$ cat src/rtl/rx32_pkg.sv
// Shared definitions for the rx32 instruction-fetch path: cache geometry and
// the refill FSM state encoding.
package rx32_pkg;

    localparam int ICACHE_NLINES = 16;
    localparam int ICACHE_NWORDS = 4;
    localparam int XLEN          = 32;

    typedef enum logic [1:0] {
        IDLE   = 2'd0,
        REFILL = 2'd1,
        FILLED = 2'd2
    } icache_state_t;

    // Tag width left after removing byte, word-offset and index bits.
    function automatic int icacheTagWidth(input int nLines, input int nWords);
        return XLEN - 2 - $clog2(nLines) - $clog2(nWords);
    endfunction

endpackage

$ cat src/rtl/icache_array.sv
// Tag, data and valid storage for the direct-mapped instruction cache.
// Reads are combinational; writes and valid updates happen on the clock edge.
module icache_array
    import rx32_pkg::*;
#(
    parameter int NLINES = ICACHE_NLINES,
    parameter int NWORDS = ICACHE_NWORDS,
    parameter int TAGW   = icacheTagWidth(ICACHE_NLINES, ICACHE_NWORDS)
) (
    input  logic                       clk,
    input  logic                       reset,
    input  logic [$clog2(NLINES)-1:0]  rdIndex,
    input  logic [$clog2(NWORDS)-1:0]  rdOffset,
    output logic                       rdValid,
    output logic [TAGW-1:0]            rdTag,
    output logic [XLEN-1:0]            rdWord,
    input  logic                       wrEn,
    input  logic [$clog2(NLINES)-1:0]  wrIndex,
    input  logic [$clog2(NWORDS)-1:0]  wrOffset,
    input  logic [XLEN-1:0]            wrWord,
    input  logic                       fillDone,
    input  logic [TAGW-1:0]            fillTag,
    input  logic                       invEn,
    input  logic [$clog2(NLINES)-1:0]  invIndex,
    input  logic                       flashClr
);

    logic [XLEN-1:0]   dataMem [NLINES][NWORDS];
    logic [TAGW-1:0]   tagMem  [NLINES];
    logic [NLINES-1:0] valid;

    assign rdValid = valid[rdIndex];
    assign rdTag   = tagMem[rdIndex];
    assign rdWord  = dataMem[rdIndex][rdOffset];

    // A flush beats any same-cycle line install so a flushed line never turns valid.
    always_ff @(posedge clk or posedge reset) begin
        if (reset) begin
            valid <= '0;
        end else if (flashClr) begin
            valid <= '0;
        end else if (fillDone) begin
            valid[wrIndex] <= 1'b1;
        end else if (invEn) begin
            valid[invIndex] <= 1'b0;
        end
    end

    // NOTE: tag and data arrays carry no reset; valid alone guards them, and
    // leaving them unreset lets synthesis map them onto plain RAM.
    always_ff @(posedge clk) begin
        if (wrEn) begin
            dataMem[wrIndex][wrOffset] <= wrWord;
        end
        if (fillDone) begin
            tagMem[wrIndex] <= fillTag;
        end
    end

endmodule

$ cat src/rtl/instr_cache.sv
// Direct-mapped instruction cache: zero-latency hits, in-order line refill
// over a single-word request/ack memory port, with flush and refill abort.
module instr_cache
    import rx32_pkg::*;
#(
    parameter int NLINES = ICACHE_NLINES,
    parameter int NWORDS = ICACHE_NWORDS
) (
    input  logic        clk,
    input  logic        reset,
    input  logic [31:0] PCF,
    input  logic        flush,
    output logic [31:0] instrF,
    output logic        stallF,
    output logic        mem_req,
    output logic [31:0] mem_addr,
    input  logic        mem_ack,
    input  logic [31:0] mem_rdata
);

    localparam int OFFW = $clog2(NWORDS);
    localparam int IDXW = $clog2(NLINES);
    localparam int TAGW = icacheTagWidth(NLINES, NWORDS);
    localparam logic [OFFW-1:0] LAST_BEAT = OFFW'(NWORDS - 1);

    icache_state_t   state;
    logic [OFFW-1:0] beat;
    logic [OFFW-1:0] nextBeat;
    logic            abort;
    logic [TAGW-1:0] fillTag;
    logic [IDXW-1:0] fillIndex;

    logic [OFFW-1:0] pcOffset;
    logic [IDXW-1:0] pcIndex;
    logic [TAGW-1:0] pcTag;
    logic            unusedPcBits;

    logic            rdValid;
    logic [TAGW-1:0] rdTag;
    logic [31:0]     rdWord;

    logic hit;
    logic missStart;
    logic ackBeat;
    logic abortNow;
    logic lastAck;
    logic fillDone;

    assign pcOffset     = PCF[OFFW+1:2];
    assign pcIndex      = PCF[OFFW+2 +: IDXW];
    assign pcTag        = PCF[31 -: TAGW];
    // Byte-within-word bits carry no information for word fetches.
    assign unusedPcBits = ^PCF[1:0];
    assign nextBeat     = beat + 1'b1;

    // NOTE: every signal gets a default first so no path through this block
    // can leave one unassigned and infer a latch.
    always_comb begin
        hit       = 1'b0;
        missStart = 1'b0;
        ackBeat   = 1'b0;
        abortNow  = abort || flush;
        lastAck   = 1'b0;
        fillDone  = 1'b0;
        stallF    = 1'b1;
        instrF    = '0;

        hit = rdValid && (rdTag == pcTag);
        if (state == IDLE) begin
            missStart = !flush && !hit;
            stallF    = flush || !hit;
        end
        if (state == REFILL) begin
            ackBeat  = mem_req && mem_ack;
            lastAck  = ackBeat && (beat == LAST_BEAT);
            fillDone = lastAck && !abortNow;
        end
        if (!stallF) begin
            instrF = rdWord;
        end
    end

    icache_array #(
        .NLINES (NLINES),
        .NWORDS (NWORDS),
        .TAGW   (TAGW)
    ) u_array (
        .clk      (clk),
        .reset    (reset),
        .rdIndex  (pcIndex),
        .rdOffset (pcOffset),
        .rdValid  (rdValid),
        .rdTag    (rdTag),
        .rdWord   (rdWord),
        .wrEn     (ackBeat),
        .wrIndex  (fillIndex),
        .wrOffset (beat),
        .wrWord   (mem_rdata),
        .fillDone (fillDone),
        .fillTag  (fillTag),
        .invEn    (missStart),
        .invIndex (pcIndex),
        .flashClr (flush)
    );

    // NOTE: state registers use non-blocking assignments so every register
    // samples pre-edge values regardless of statement order.
    always_ff @(posedge clk or posedge reset) begin
        if (reset) begin
            state     <= IDLE;
            beat      <= '0;
            abort     <= 1'b0;
            fillTag   <= '0;
            fillIndex <= '0;
            mem_req   <= 1'b0;
            mem_addr  <= '0;
        end else begin
            unique case (state)
                IDLE: begin
                    if (missStart) begin
                        fillTag   <= pcTag;
                        fillIndex <= pcIndex;
                        beat      <= '0;
                        abort     <= 1'b0;
                        mem_req   <= 1'b1;
                        mem_addr  <= {pcTag, pcIndex, {OFFW{1'b0}}, 2'b00};
                        state     <= REFILL;
                    end
                end
                REFILL: begin
                    if (flush) begin
                        abort <= 1'b1;
                    end
                    // An aborted refill still finishes the beat in flight.
                    if (ackBeat) begin
                        if (abortNow || lastAck) begin
                            mem_req <= 1'b0;
                            abort   <= 1'b0;
                            beat    <= '0;
                            state   <= abortNow ? IDLE : FILLED;
                        end else begin
                            beat     <= nextBeat;
                            mem_addr <= {fillTag, fillIndex, nextBeat, 2'b00};
                        end
                    end
                end
                FILLED: begin
                    state <= IDLE;
                end
                default: begin
                    state <= IDLE;
                end
            endcase
        end
    end

endmodule

$ cat config.mk
export PLATFORM = sky130hd
export DESIGN_NAME = instr_cache
export DESIGN_NICKNAME = d
export VERILOG_FILES = /design/src/rtl/rx32_pkg.sv /design/src/rtl/icache_array.sv /design/src/rtl/instr_cache.sv
export SDC_FILE = /design/constraint.sdc
export NUM_CORES = 2
export LEC_CHECK = 0
export CORE_MARGIN = 4
export CORE_UTILIZATION = 56
export DETAILED_ROUTE_END_ITERATION = 12
export GPL_ROUTABILITY_DRIVEN = 1
export PLACE_DENSITY = 0.74
export SETUP_SLACK_MARGIN = 0.15
export SKIP_LAST_GASP = 1
export SLEW_MARGIN = 10
export SYNTH_ARGS = -nofsm -noshare
export SYNTH_HDL_FRONTEND = slang
export SYNTH_HIERARCHICAL = 1
export SYNTH_SLANG_ARGS = --single-unit
$ cat constraint.sdc
create_clock -name clk -period 4.9 [get_ports clk]
set_clock_uncertainty 0.2 [all_clocks]
set_input_delay 0.735 -clock clk [delete_from_list [all_inputs] [get_ports clk]]
set_output_delay 0.735 -clock clk [all_outputs]
set_load 0.05 [all_outputs]
* Word level (Yosys, flattened, before mapping)
Memory sizes are Yosys's and may differ from the RTL's.
Index checks and enable logic that the tools add are counted.
** Storage, ports and cells
- Bits in registers :: 82
- Bits in writable memories :: 2432
- Input port bits :: 68
- Output and inout port bits :: 66
- Logic and storage cells :: 99
- Memories :: 2
** Memories
- u_array.dataMem :: words 16, bits a word 128, read ports 1, clocked after memory_dff 0, wr ports 1, RTL line icache_array.sv:28 : logic [XLEN-1:0] dataMem [NLINES][NWORDS];
- u_array.tagMem :: words 16, bits a word 24, read ports 1, clocked after memory_dff 0, wr ports 1, RTL line icache_array.sv:29 : logic [TAGW-1:0] tagMem [NLINES];
** Cells by class
- Add/sub/neg operators :: 1
- Magnitude comparators :: 7
- Equal/unequal tests :: 7
- Muxes and demuxes :: 46
- Bitwise logic cells :: 5
- Reduce and logical (&&, ||, !) cells :: 23
** Operator list (number)
- $mux 32 :: 7
- $mux 128 :: 1
- $bmux 32 s2 :: 1
- $demux 32 s2 :: 1
- $pmux 32 s2 :: 1
- $mux 16 :: 3
- $eq 24x24->1 :: 1
- $mux 1 :: 18
- $and 16x16->16 :: 1
- $not 16->16 :: 1
- $or 16x16->16 :: 1
- $mux 2 :: 7
- $lt 4x5->1 const B :: 2
- $demux 1 s4 :: 2
- $ge 4x1->1 const B :: 2
- $logic_and 1x1->1 :: 8
- $pmux 2 s2 :: 2
- $reduce_and 4->1 :: 2
- $ge 3x3->1 const B :: 2
- $ne 2x2->1 const B :: 3
- $not 2->3 :: 2
- $reduce_and 3->1 :: 2
- $bmux 1 s4 :: 1
- $pmux 1 s2 :: 2
- other kinds (11) :: 16

* Depth between registers and ports, before layout
- Depth after elaboration :: 9
- Depth in mapped cells :: 18
- Mapped depth without buffers :: 12

* Modules after synthesis
The synthesis kept the hierarchy.
** By module, submodules not included
- icache_array :: times used 1, cells each 3943, area an instance 93509.7 um^2, sequential area each 73430.4 um^2
- instr_cache :: times used 1, cells each 263, area an instance 3412.0 um^2, sequential area each 1601.5 um^2

* Worst setup path before layout
No wires, ideal clock.
- Kind :: input-to-output
- Start :: input PCF[4]
- End :: output instrF[1]
- Arrival time :: 4.250 ns
- Required time :: 3.965 ns
- Path slack :: -0.285 ns
- Stages on the path :: 12
- Path buffers :: 5
- Path through :: buf_6 buf_4 buf_4 buf_2 mux4_2 mux4_2 xor2_1 nor4_1 nand4_1 nor4b_2 clkbuf_1 and2_1
** On the way
- Longest elaborated chain between the ends :: 7
** RTL lines
- start, declared :: RTL line instr_cache.sv:11 : input logic [31:0] PCF,
- $mem_v2 16x24
- named net rdTag[21] :: RTL line instr_cache.sv:39 : logic [TAGW-1:0] rdTag;
- $eq 24x24->1 :: RTL line instr_cache.sv:68 : hit = rdValid && (rdTag == pcTag);
- $logic_and 1x1->1 :: RTL line instr_cache.sv:68
- $logic_not 1->1 :: RTL line instr_cache.sv:71 : stallF = flush || !hit;
- $logic_or 1x1->1 :: RTL line instr_cache.sv:71
- $mux 1 :: RTL line instr_cache.sv:69 : if (state == IDLE) begin
- $mux 32 :: RTL line instr_cache.sv:78 : if (!stallF) begin
- end, declared :: RTL line instr_cache.sv:13 : output logic [31:0] instrF,
The timed path passes the listed nets, and every way through them passes these cells. The select of a mux whose other input is x is not followed.

* Final worst setup path
- Start :: memory u_array/tagMem[3][5] (netlist bit)
- End :: output instrF[2]
** On the way
- Longest elaborated chain between the ends :: 7
** RTL lines (RTL line)
- start, declared :: icache_array.sv:29
- $mem_v2 16x24
- named net rdTag[5] :: instr_cache.sv:39
- $eq 24x24->1 :: instr_cache.sv:68
- $logic_and 1x1->1 :: instr_cache.sv:68
- $logic_not 1->1 :: instr_cache.sv:71
- $logic_or 1x1->1 :: instr_cache.sv:71
- $mux 1 :: instr_cache.sv:69
- $mux 32 :: instr_cache.sv:78
The timed path passes the listed nets, and every way through them passes these cells.

==> impl_results.md <==
* Initial drt markers at 6268
* Worst Hold Launch: mem_rdata[18]
* Worst-path clk slew at 60 ps
* Maximum clock rate at 189 MHz
* Synth Warn # at 6
* Most frequent cells in the layout: edfxtp_1, mux4_2, clkbuf_16
* Max-cap violations at 0
* DR pass1 iterations at 5
* Mapped cell area at 0.0969 mm2
* VDD IR max at 355 uV
* Post-Route M1 WL at 86200 um
* Clock Latency Late Sink at 890 ps
* Row count at 152
* Initial antenna violation count at 8
* Final #Nets at 4720
* Largest net degree at the start of global routing at 103
* Wire per inst at 33.1 um
* DP Wirelength at 130000 um
* Synth Area in XOR/XNOR at 0.217%
* Library cells used by synthesis at 51
* Post-synthesis sequential area ratio at 77.4%
* Sink Count at 2512
* Leakage at 35.6 nW
* Core Area at 0.172 mm2
* Main combinational cell family by area after synthesis: multiplexers
* # fillers at 10800
* Share of layout cells above drive strength 1 at 33.3%
* Crit path required time at 3960 ps
* Mean Syn Cell Area at 23.0 um2
* # placed instances at 6717
* Starting Density at 56.4%
* Final Worst Setup Slack at -383 ps
* Vias/cell at 6.61
* Top_reg_cell synth: edfxtp_1
* Synthesis-to-layout area growth at 15.5%
* DR vias at 47400
* Highest Signal Layer: met5
* Reg2reg path depth at 12
* Worst Path Arrival at 4350 ps
* CP startpoint kind: flop
* Min cycle time layout at 5280 ps
* CP Class: reg -> out
* Post-synth EDFFs at 2432
* Setup crit end kind: primary output
* H-tree levels at 4
* GRT overflow at 0
* Unrepaired setup endpoints after global routing: yes
* Post-Place Worst Slack at -463 ps
* Adder-Cell Fraction of Synth Area at 0.0129%
* Post-route setup TNS at -11620 ps
* Drt drc at 0
* Met2 routed wirelength at 116000 um
* TritonCTS clock tree: built
* Post-Synth Simple-Gate Area at 1.60%
* Synth Instances at 4206
* Max Slew Vio Count at 0
* Met3 wire len at 24500 um
* Worst reg2reg startpoint: u_array/tagMem[3][5]
* Failing checks: setup timing
* I/O Pins at 134
* Actual slew at the worst max-slew pin at 1250 ps
* WL final at 237000 um
* Die height at 424 um
* First-pass GRT wire length at 346000 um
* Slew margin rel. at 16.5%
* CTS Buf Count at 236
* Reg2Reg Capture Point: mem_addr[11]
* Worst hold path cell count at 1
* R2R Setup Slk at 790 ps
* Post-route ant nets at 0
* Final hold violations at 0
* Number of port buffers at 129
* DIE WIDTH at 424 um
* Pwr per Cell Area at 430 mW/mm2
* Final Cycle Share at 108%
* Most common cell after layout, fill and taps aside: edfxtp_1
* Status: finished, violations left
* WHS Endpoint: u_array/dataMem[4][114]
* CP Launch Point: u_array/tagMem[3][5]
* Vias in the first global route at 48600
* Total GRT Usage at 26.7%
* Compound-Gate Fraction of Synth Area at 1.80%
* Fin util at 65.1%
* HP Class: in -> reg
* Crit-path max FO at 8
* # setup viols final at 33
* Worst-case clock buffer depth at 3
* Number of synthesized register bits at 2512
* Gpl congestion at 0.794
* Mux share of post-synthesis cell area at 17.6%
* Clock tree root buffer cell: clkbuf_16
* Synth async-reset ratio at 3.18%
* Die area at 0.180 mm2
* Final std cells w/o fill at 7175
## worst max path at each step
stage	slack [ps]	to	cells after the start
detailed placement	-460	instrF[5]	14
finish	-380	instrF[2]	12
global route	-480	instrF[2]	12
CTS	-490	instrF[24]	12
global placement	-430	instrF[5]	16
floorplan	110	instrF[0]	12
## where the power goes
group,internal [mW],switching (mW),total (mW)
logic,1.73,2.56,4.29
clock network,10.5,8.01,18.5
registers,24.6,0.713,25.3
## area by class of cell
type	instances	area (um2)	area share, %
Clock buffer	283	6110	5.46
Sequential cell	2512	75000	67.0
Tap cell	2310	2890	2.58
Inverter	13	55.1	0.0492
Multi-Input combinational cell	1453	21300	19.1
Clock inverter	162	1800	1.61
Antenna cell	7	17.5	0.0156
Timing Repair Buffer	435	4690	4.19
## repair_timing
item	4_1_cts	5_1_grt
pin swaps	2	1
gates resized for setup	17	2
endpoints found under the hold margin	0	0
hold buffers	0	0
setup endpoints to repair	33	33
cloned	0	1
setup buffers	3	1
## cells in the mapped netlist, types with 34 or more instances
cell type,n,area share [%]
o21ai_0,45,0.23
mux4_2,664,15
and2_1,34,0.22
edfxtp_1,2432,75
mux2_2,68,0.79
clkbuf_1,92,0.36
nor2_1,120,0.46
buf_2,73,0.38
a22oi_1,66,0.51
nand3_1,55,0.28
dfrtp_1,80,2.1
nand2_1,46,0.18
mux2i_1,95,0.98
## metrics by stage
stage	power, mW	hold slack [ps]	cell area [um2]
final	48.1	141	112000
after global routing	49.6	132	112000
after CTS	48.3	216	112000
after detailed placement	30.0	293	104000
after global placement	29.9	297	104000
after floorplan	28.0	292	97100
## metal layers
metal	GRT usage [%]	vias to the layer above
met2	42.3	2976
met4	11.0	6
met1	37.2	25100
li1	-	18800
met3	5.28	503
met5	0	-
## cell families (layout without fill, tap and decap cells)
family,Yosys count,after routing
buffers and inverters,242,893
multiplexers,855,855
AO/OA/AOI/OAI,248,248
other,1,9
adder cells (fa/ha/maj),1,1
XOR/XNOR,24,24
AND/OR/NAND/NOR,323,323
flip-flops,2512,2512
## registers in the layout, indices dropped and copies added (netlist names)
name and cells:
mem_addr 30, fillIndex 4, fillTag 24, abort 1, u_array/tagMem 384, u_array/valid 16
beat 2, mem_req 1, u_array/dataMem 2048, state 2
## critical path, cell delays in order, from the launching register on
cell       delay (ps)
edfxtp_1          380
mux4_2            490
mux4_2            490
xor2_1            220
nor4_1            300
buf_4             160
nand4_1           190
buf_4             210
nor4b_4           270
buf_12            250
clkbuf_16         190
and2_4            150
buf_12            130
(Power assumes the default switching activity.)
